### config.mk
export PLATFORM = sky130hd
export DESIGN_NAME = fetch_pc
export DESIGN_NICKNAME = d
export VERILOG_FILES = /design/src/rtl/fetch_pc.sv
export SDC_FILE = /design/constraint.sdc
export NUM_CORES = 1
export LEC_CHECK = 0
export ABC_AREA = 1
export CORE_MARGIN = 3
export CORE_UTILIZATION = 41
export CTS_BUF_LIST = sky130_fd_sc_hd__clkbuf_4
export CTS_CLUSTER_SIZE = 40
export DETAILED_ROUTE_END_ITERATION = 8
export PLACE_DENSITY = 0.89
export SLEW_MARGIN = 0
export SYNTH_ARGS = -nofsm -noshare
export SYNTH_HDL_FRONTEND = slang
export SYNTH_SLANG_ARGS = --single-unit
### constraint.sdc
create_clock -name clk -period 1.32 [get_ports clk]
set_clock_uncertainty 0.05 [all_clocks]
set_input_delay 0.264 -clock clk [delete_from_list [all_inputs] [get_ports clk]]
set_output_delay 0.264 -clock clk [all_outputs]
set_load 0.02 [all_outputs]
### src/rtl/fetch_pc.sv
// rtl/fetch_pc.sv - instruction fetch program counter with memory handshake
// Optional FETCH_PC_WRAP_TRAP_EN: trap on pc wrap instead of silent rollover.
module fetch_pc #(
  parameter int                ADDR_W    = 16,
  parameter int                DATA_W    = 16,
  parameter logic [ADDR_W-1:0] RESET_VEC = '0
) (
  input  logic              clk,
  input  logic              rst_n,
  input  logic              branch_en,
  input  logic [ADDR_W-1:0] branch_addr,
  output logic              fetch_req,
  output logic [ADDR_W-1:0] fetch_addr,
  input  logic              mem_ack,
  input  logic [DATA_W-1:0] mem_rdata,
  output logic              instr_valid,
  output logic [DATA_W-1:0] instr,
  output logic [ADDR_W-1:0] instr_pc,
  input  logic              instr_ready,
  output logic              trap
);

`ifdef FETCH_PC_WRAP_TRAP_EN
  typedef enum logic [1:0] {S_IDLE, S_REQ, S_VALID, S_TRAP} state_t;
`else
  typedef enum logic [1:0] {S_IDLE, S_REQ, S_VALID} state_t;
`endif

  state_t            state, state_next;
  logic [ADDR_W-1:0] pc, pc_next;
  logic [DATA_W-1:0] instr_q, instr_next;
  logic [ADDR_W-1:0] instr_pc_q, instr_pc_next;
`ifdef FETCH_PC_WRAP_TRAP_EN
  logic              trap_q, trap_next;
`endif

  always_ff @(posedge clk) begin
    if (!rst_n) begin
      state      <= S_IDLE;
      pc         <= RESET_VEC;
      instr_q    <= '0;
      instr_pc_q <= '0;
`ifdef FETCH_PC_WRAP_TRAP_EN
      trap_q     <= 1'b0;
`endif
    end else begin
      state      <= state_next;
      pc         <= pc_next;
      instr_q    <= instr_next;
      instr_pc_q <= instr_pc_next;
`ifdef FETCH_PC_WRAP_TRAP_EN
      trap_q     <= trap_next;
`endif
    end
  end

  always_comb begin
    state_next    = state;
    pc_next       = pc;
    instr_next    = instr_q;
    instr_pc_next = instr_pc_q;
`ifdef FETCH_PC_WRAP_TRAP_EN
    trap_next     = trap_q;
`endif
    case (state)
      S_IDLE: begin
        state_next = S_REQ;
        if (branch_en) pc_next = branch_addr;
      end
      S_REQ: begin
        // A redirect wins over a coinciding ack; the returned word is dropped.
        if (branch_en) begin
          pc_next = branch_addr;
        end else if (mem_ack) begin
          instr_next    = mem_rdata;
          instr_pc_next = pc;
          pc_next       = pc + 1'b1;
          state_next    = S_VALID;
`ifdef FETCH_PC_WRAP_TRAP_EN
          if (pc == '1) trap_next = 1'b1;
`endif
        end
      end
      S_VALID: begin
        if (branch_en) begin
          pc_next    = branch_addr;
          state_next = S_REQ;
        end else if (instr_ready) begin
          state_next = S_REQ;
        end
`ifdef FETCH_PC_WRAP_TRAP_EN
        // The wrapped instruction is still delivered, then fetching stops for good.
        if (trap_q) begin
          pc_next    = pc;
          state_next = instr_ready ? S_TRAP : S_VALID;
        end
`endif
      end
`ifdef FETCH_PC_WRAP_TRAP_EN
      S_TRAP: begin
        state_next = S_TRAP;
      end
`endif
      default: begin
        state_next = S_IDLE;
      end
    endcase
  end

  assign fetch_req   = (state == S_REQ);
  assign instr_valid = (state == S_VALID);
  assign fetch_addr  = pc;
  assign instr       = instr_q;
  assign instr_pc    = instr_pc_q;
`ifdef FETCH_PC_WRAP_TRAP_EN
  assign trap        = trap_q;
`else
  assign trap        = 1'b0;
`endif

endmodule

# Word level (Yosys, flattened, before mapping)

Cells that the tools add are included.

Flip-flop bits (word level): 50
Latch bits: 0
Memory bits (writable): 0
Memory bits (read-only): 0
Logic and storage cells: 28
Memories: 0

$add $sub $neg: 1
$mul: 0
Div/mod/pow operators: 0
Magnitude comparators: 0
Eq/ne operators: 7
Shift operators: 0
Mux-type cells: 9
Bitwise operators: 1
Reductions and logical operators: 6

Operator list:

| operator                | number |
|---|---|
| $mux W16                | 3 |
| $pmux W16 S2            | 1 |
| $add A16 B1 Y16 const B | 1 |
| $reduce_and A3 Y1       | 3 |
| $mux W2                 | 4 |
| $ne A3 B2 Y1 const B    | 2 |
| $pmux W2 S3             | 1 |
| $ne A2 B1 Y1 const B    | 2 |
| $eq A2 B1 Y1 const B    | 1 |
| $eq A2 B2 Y1 const B    | 1 |
| $logic_not A2 Y1        | 1 |
| $ne A2 B2 Y1 const B    | 1 |
| $reduce_bool A2 Y1      | 1 |
| $reduce_or A2 Y1        | 1 |
| $not A1 Y1              | 1 |

# Logic depth before layout (Yosys ltp)

Gate-level depths: netlist (run 1).

Depth after elaboration: 4
Depth in mapped cells: 9
Mapped depth without buffers: 9

# Least setup slack after synthesis (run 1)

Ideal clock, no wire load.

Path kind: register -> register
From: register pc[1] (netlist: fetch_addr[1])
To: register pc[14] (netlist: fetch_addr[14])
Setup time: 0.133 ns
Arrival time: 1.339 ns
Required time: 1.137 ns
Setup slack: -0.203 ns
Stages on the path, launching flop included: 9
Path buffers: 0
Period minus slack after synthesis: 1.523 ns
Cells stage by stage: dfxtp_1 ha_1 nand3_1 nor2_1 nand3_1 nand2_1 nand3_1 nand2_1 a21oi_2

Word-level cells in the longest chain between the ends: 4

RTL lines:

| item                     | line | RTL |
|---|---|---|
| start: declaration       | 30   | `logic [ADDR_W-1:0] pc, pc_next;` |
| start signal: assignment | 48   | `pc <= pc_next;` |
| $add A16 B1 Y16          | 77   | `pc_next = pc + 1'b1;` |
| $mux W16                 | 74   | `end else if (mem_ack) begin` |
| $mux W16                 | 72   | `if (branch_en) begin` |
| $pmux W16 S2             | 65   | `case (state)` |

No other way between the ends. The select of a mux whose other input is x is not followed.
A chain may end at the register's enable or synchronous reset.

# Worst setup path in the final report (run 1)

From: register pc[3] (netlist: fetch_addr[3])
To: register pc[7] (netlist: fetch_addr[7])

The elaborated chain is that of the path after synthesis.

==> results of run 1 <==
report_power, final:
| group | internal, mW | leakage [nW] | total [mW] | switching, mW |
|---|---|---|---|---|
| sequential | 1.61 | 0.419 | 1.69 | 0.0841 |
| clock | 0.201 | 0.0303 | 0.724 | 0.523 |
| combinational | 0.490 | 1.32 | 1.08 | 0.585 |
final timing paths:
path | slack, ns | start | end
setup / recovery | -0.15 | fetch_addr[3] | fetch_addr[7]
hold / removal | 0.38 | mem_rdata[10] | instr[10]
setup reg to reg | -0.15 | fetch_addr[3] | fetch_addr[7]
hold reg to reg | 0.43 | fetch_addr[10] | fetch_addr[10]
worst max-delay path: stages, from the launching register on:
cell and delay (ns):
dfxtp_4 0.41, nand2_1 0.12, nor2_1 0.23, buf_4 0.18
nand3_1 0.11, nand2_1 0.10, nand2_1 0.07, a21oi_2 0.13
layer usage:
layer | vias up | track usage [%] | share of wire, %
met5 | - | 0 | 0
met4 | 0 | 4.983 | 3.5
met3 | 47 | 3.947 | 9.2
met2 | 171 | 37.00 | 49
met1 | 1390 | 29.89 | 39
li1 | 1372 | - | -
registers in the layout, indices dropped and copies added (netlist names):
signal	flops
fetch_addr	16
instr	16
instr_pc	16
state	2
cells by family after synthesis:
| logic type | after synthesis | share of synthesized area [%] |
|---|---|---|
| adders and majority gates | 1 | 0.5287 |
| buffers and inverters | 44 | 9.043 |
| DFF | 50 | 42.31 |
| and+or+nand+nor | 163 | 28.61 |
| AOI/OAI and AO/OA | 82 | 19.35 |
| other | 1 | 0.1585 |
final cells by class:
cell class | count | area [sq um]
sequential | 50 | 1046
clock inverter | 3 | 16.27
multi-input combinational | 247 | 1511
inverter | 29 | 126.4
timing repair inverter | 2 | 22.52
fill | 396 | 1469
clock buffer | 5 | 37.54
timing repair buffer | 136 | 1221
tap | 72 | 90.09
cells in the final DEF, fill, tap and decap left out, types with 4 or more instances in the layout:
cell type / count
nand2_1: 52
buf_2: 46
nor2_1: 43
clkdlybuf4s50_1: 36
dfxtp_1: 30
buf_4: 28
inv_1: 22
o21ai_0: 21
nor2_2: 20
a21oi_2: 18
a21oi_1: 15
nand3_1: 15
nor2_4: 14
buf_6: 14
o21ai_2: 13
dfxtp_2: 12
o21ai_1: 10
dfxtp_4: 8
buf_12: 8
nand2_2: 5
clkbuf_4: 5
inv_2: 4
nand2_4: 4
what timing repair did:
item                                    4_1_cts  5_1_grt
endpoints found under the setup margin       97       75
buffers inserted                              8        7
resized for setup                           216      147
pin swaps                                     1       22
cloned                                        2        6
through the flow:
stage               power [mW]  hold WS [ns]  setup WS, ns
CTS                      3.290        0.3981      -0.05952
floorplan                2.119        0.3424     -0.006298
finish                   3.489        0.3837       -0.1528
global route             3.645        0.3747       -0.2374
detailed placement       2.580        0.4342       -0.4226
global placement         2.561        0.4254       -0.3660
==> results.sh, run 1 <==
export IMPL_drv_slew=0
export IMPL_portBuffers=86
export IMPL_layout_drive_gt1_share_pct=46.61
export IMPL_min_period_over_period_pct=111.6
export IMPL_ant_nets=0
export IMPL_min_period_ns=1.473
export IMPL_place_hpwl_mm=5.059
export IMPL_p_per_area_mw_per_mm2=856.9
export IMPL_rsz0062_at_grt="true"
export IMPL_critPathMaxFanout=4
export IMPL_cts_tree="built"
export IMPL_antenna_found_initial=0
export IMPL_drc=0
export IMPL_grt_max_degree=22
export IMPL_clk_pin_slew_ns=0.16
export IMPL_worstPathRequired_ns=1.59
export IMPL_fin_area_sq_mm=0.004071
export IMPL_gp_congestion=0.8646
export IMPL_placed_cell_area_sq_mm=0.003533
export IMPL_yosysUniqueCellTypes=24
export IMPL_grt_pass1_wl_mm=11.65
export IMPL_syn_nets=379
export IMPL_postLayoutCoreUtil_pct=73.49
export IMPL_ys_warn_count=0
export IMPL_synth_most_common_cell="nor2_1"
export IMPL_antennaDiodeCount=0
export IMPL_grt_overflow_total=0
export IMPL_crit_path_end_kind="register"
export IMPL_cts_sinks=50
export IMPL_dp_cells=514
export IMPL_synth_cells_most_frequent="nor2_1 (72), nand2_1 (61), dfxtp_1 (50)"
export IMPL_p_leak_nw=1.769
export IMPL_violations="negative setup slack"
export IMPL_netlist_area_sq_mm=0.002366
export IMPL_async_reset_ff_share_pct=0
export IMPL_synth_top_cell_area_share_pct=42.31
export IMPL_synth_ff_type="dfxtp_1"
export IMPL_initial_utilization_pct=42.71
export IMPL_status="finished with violations"
export IMPL_drt_iter0_markers=396
export IMPL_final_setup_tns_ns=-2.840
export IMPL_clockBufferDepth=2
export IMPL_worstHoldPathType="primary input to register"
export IMPL_synth_cells=341
export IMPL_start_kind="register"
export IMPL_wire_per_inst_um=16.75
export IMPL_root_buffer="clkbuf_4"
export IMPL_hold_depth=3
export IMPL_hold_viol_final=0
export IMPL_die_h_um=81.97
export IMPL_first_pass_iters=5
export IMPL_fp_dieArea_sq_mm=0.006718
export IMPL_core_sq_mm=0.005540
export IMPL_ys_seq_elements=50
export IMPL_cts_htree_levels=2
export IMPL_cts_buffers=5
export IMPL_dr_total_vias=2980
export IMPL_hold_buffers=0
export IMPL_synth_edf_count=0
export IMPL_peakVddDrop_mv=0.5419
export IMPL_insertion_delay_ns=0.39
export IMPL_wirelength_mm=9.111
export IMPL_setup_viol=50
export IMPL_synth_area_leaders="dfxtp_1 (42%), nor2_1 (11%), nand2_1 (9.7%)"
export IMPL_synthToLayoutAreaGrowth_pct=72.08
export IMPL_ff2ff_path_depth=7
export IMPL_vias_per_cell=5.478
export IMPL_worst_setup_path_type="register to register"
export IMPL_synth_seq_area_share_pct=42.31
export IMPL_die_w_um=81.97
export IMPL_rows=27
export IMPL_maxCapViolCount=0
export IMPL_max_freq_ghz=0.6790
export IMPL_syn_area_per_cell_sq_um=6.938
export IMPL_fin_ws_ns=-0.1528
export IMPL_yosys_area_top_type="dfxtp_1"
export IMPL_ios=88
export IMPL_grt_pass1_vias=2458
export IMPL_final_nets=509
export IMPL_grt_usage_pct=22.21
export IMPL_cp_arrival_ns=1.74
export IMPL_fin_cells=544
(Power assumes the default switching activity.)
==> inputs of run 2 (changes only) <==
- CORE_UTILIZATION: 41 -> 40
- CTS_BUF_LIST: sky130_fd_sc_hd__clkbuf_4 -> not set
- PLACE_DENSITY: 0.89 -> 0.87
==> results.sh, run 2 (synthesis gave the netlist of run 1 again) <==
export IMPL_status="finished with violations"
export IMPL_violations="negative setup slack"
export IMPL_antennaDiodeCount=0
export IMPL_seq_area_sq_mm=0.001033
export IMPL_cts_sinks=50
export IMPL_ant_nets=0
export IMPL_ff2ff_path_depth=9
export IMPL_cts_htree_levels=2
export IMPL_hold_viol_final=0
export IMPL_maxCapViolCount=0
export IMPL_first_pass_iters=5
export IMPL_fin_ws_ns=-0.2791
export IMPL_start_kind="register"
export IMPL_root_buffer="clkbuf_8"
export IMPL_wire_per_inst_um=19.57
export IMPL_layout_drive_gt1_share_pct=45.98
export IMPL_routed_wl_met2_mm=5.313
export IMPL_total_power_mw=4.001
export IMPL_peakVddDrop_mv=0.6434
export IMPL_fp_dieArea_sq_mm=0.006874
export IMPL_wl_met3_um=889
export IMPL_drt_iter0_markers=411
export IMPL_crit_path_end_kind="register"
export IMPL_multi_input_area_sq_mm=0.001483
export IMPL_worstHoldStart="mem_ack"
export IMPL_ios=88
export IMPL_cts_buffers=5
export IMPL_worstPathRequired_ns=1.52
export IMPL_min_to="state[0]"
export IMPL_antenna_found_initial=0
export IMPL_setup_viol=51
export IMPL_grt_pass1_wl_mm=15.29
export IMPL_postLayoutCoreUtil_pct=77.98
export IMPL_core_sq_mm=0.005608
export IMPL_worst_setup_path_type="register to register"
export IMPL_grt_pass1_vias=3062
export IMPL_synthToLayoutAreaGrowth_pct=84.82
export IMPL_wirelength_mm=10.90
export IMPL_timing_rr_end="fetch_addr[4]"
export IMPL_die_w_um=82.91
export IMPL_place_hpwl_mm=5.335
export IMPL_dr_total_vias=3219
export IMPL_clockBufferDepth=2
export IMPL_initial_utilization_pct=42.19
export IMPL_met1Wirelength_mm=4.014
export IMPL_cts_tree="built"
export IMPL_highest_layer="met4"
export IMPL_hold_depth=4
export IMPL_final_nets=522
export IMPL_rsz0062_at_grt="true"
export IMPL_worstHoldPathType="primary input to register"
export IMPL_grt_max_degree=20
export IMPL_vias_per_cell=5.779
export IMPL_p_per_area_mw_per_mm2=915.0
export IMPL_cp_arrival_ns=1.80
export IMPL_critPathMaxFanout=6
export IMPL_layout_commonest_cell="nand2_1"
export IMPL_p_leak_nw=1.854
export IMPL_hold_buffers=0
export IMPL_insertion_delay_ns=0.33
export IMPL_gp_congestion=0.8889
export IMPL_clk_pin_slew_ns=0.11
export IMPL_min_period_ns=1.599
export IMPL_r2r_start="state[0]"
export IMPL_min_period_over_period_pct=121.1
export IMPL_drc=0
export IMPL_die_h_um=82.91
export IMPL_portBuffers=86
export IMPL_fillers=351
export IMPL_max_freq_ghz=0.6253
export IMPL_r2r_slack_ns=-0.28
export IMPL_drv_slew=0
export IMPL_final_setup_tns_ns=-7.736
export IMPL_mostFrequentLayoutCells="nand2_1 (54), nor2_1 (47), dfxtp_1 (36)"
export IMPL_grt_usage_pct=27.91
export IMPL_rows=27
export IMPL_grt_overflow_total=0
==> run 2: worst max-delay path by stage <==
stage | from | endpoint | cells after the start | slack (ns)
2_1_floorplan | fetch_addr[1] | fetch_addr[14] | 8 | -0.006
3_3_place_gp | mem_ack | fetch_addr[11] | 8 | -0.37
3_5_place_dp | mem_ack | fetch_addr[14] | 8 | -0.42
4_1_cts | state[0] | fetch_addr[9] | 9 | -0.11
5_1_grt | state[0] | fetch_addr[6] | 9 | -0.35
6_report | state[0] | fetch_addr[4] | 9 | -0.28
==> run 2: where the power goes <==
part,switching (mW),total (mW),internal (mW)
registers,0.0964,1.70,1.60
clock network,0.578,1.08,0.499
logic,0.644,1.22,0.579
==> run 2: critical path, cell delays in order, from the launching register on <==
cell	delay, ns
dfxtp_2	0.37
buf_6	0.11
nand2_4	0.06
buf_12	0.14
buf_4	0.14
nor3_4	0.19
nand2_1	0.13
a21oi_2	0.14
nor2_1	0.05
nor2_1	0.15
==> run 2: repair_timing <==
action | CTS | global route
setup buffers | 15 | 10
pin swaps | 24 | 25
gates cloned | 7 | 2
gates resized for setup | 197 | 120
endpoints found under the setup margin | 98 | 96
==> run 2: per-layer routing <==
metal	global-route usage (%)	up-vias
met5	0	-
li1	-	1393
met1	32.27	1507
met2	46.50	245
met3	7.341	74
met4	15.75	0
==> run 2: through the flow <==
step	hold slack [ns]	instance area (sq um)	instances	worst slack (ns)
4_1_cts	0.3920	4250	547	-0.1065
6_report	0.4131	4373	557	-0.2791
3_3_place_gp	0.4358	3531	517	-0.3653
2_1_floorplan	0.3424	2400	341	-0.006298
5_1_grt	0.4464	4373	557	-0.3543
3_5_place_dp	0.4504	3531	517	-0.4173
==> run 2: final cells by class <==
class	count	share of cell area, %
Inverter	29	2.947
Clock buffer	6	2.146
Timing Repair Buffer	151	34.91
Tap cell	72	2.060
Multi-Input combinational cell	247	33.91
Clock inverter	2	0.4006
Sequential cell	50	23.63
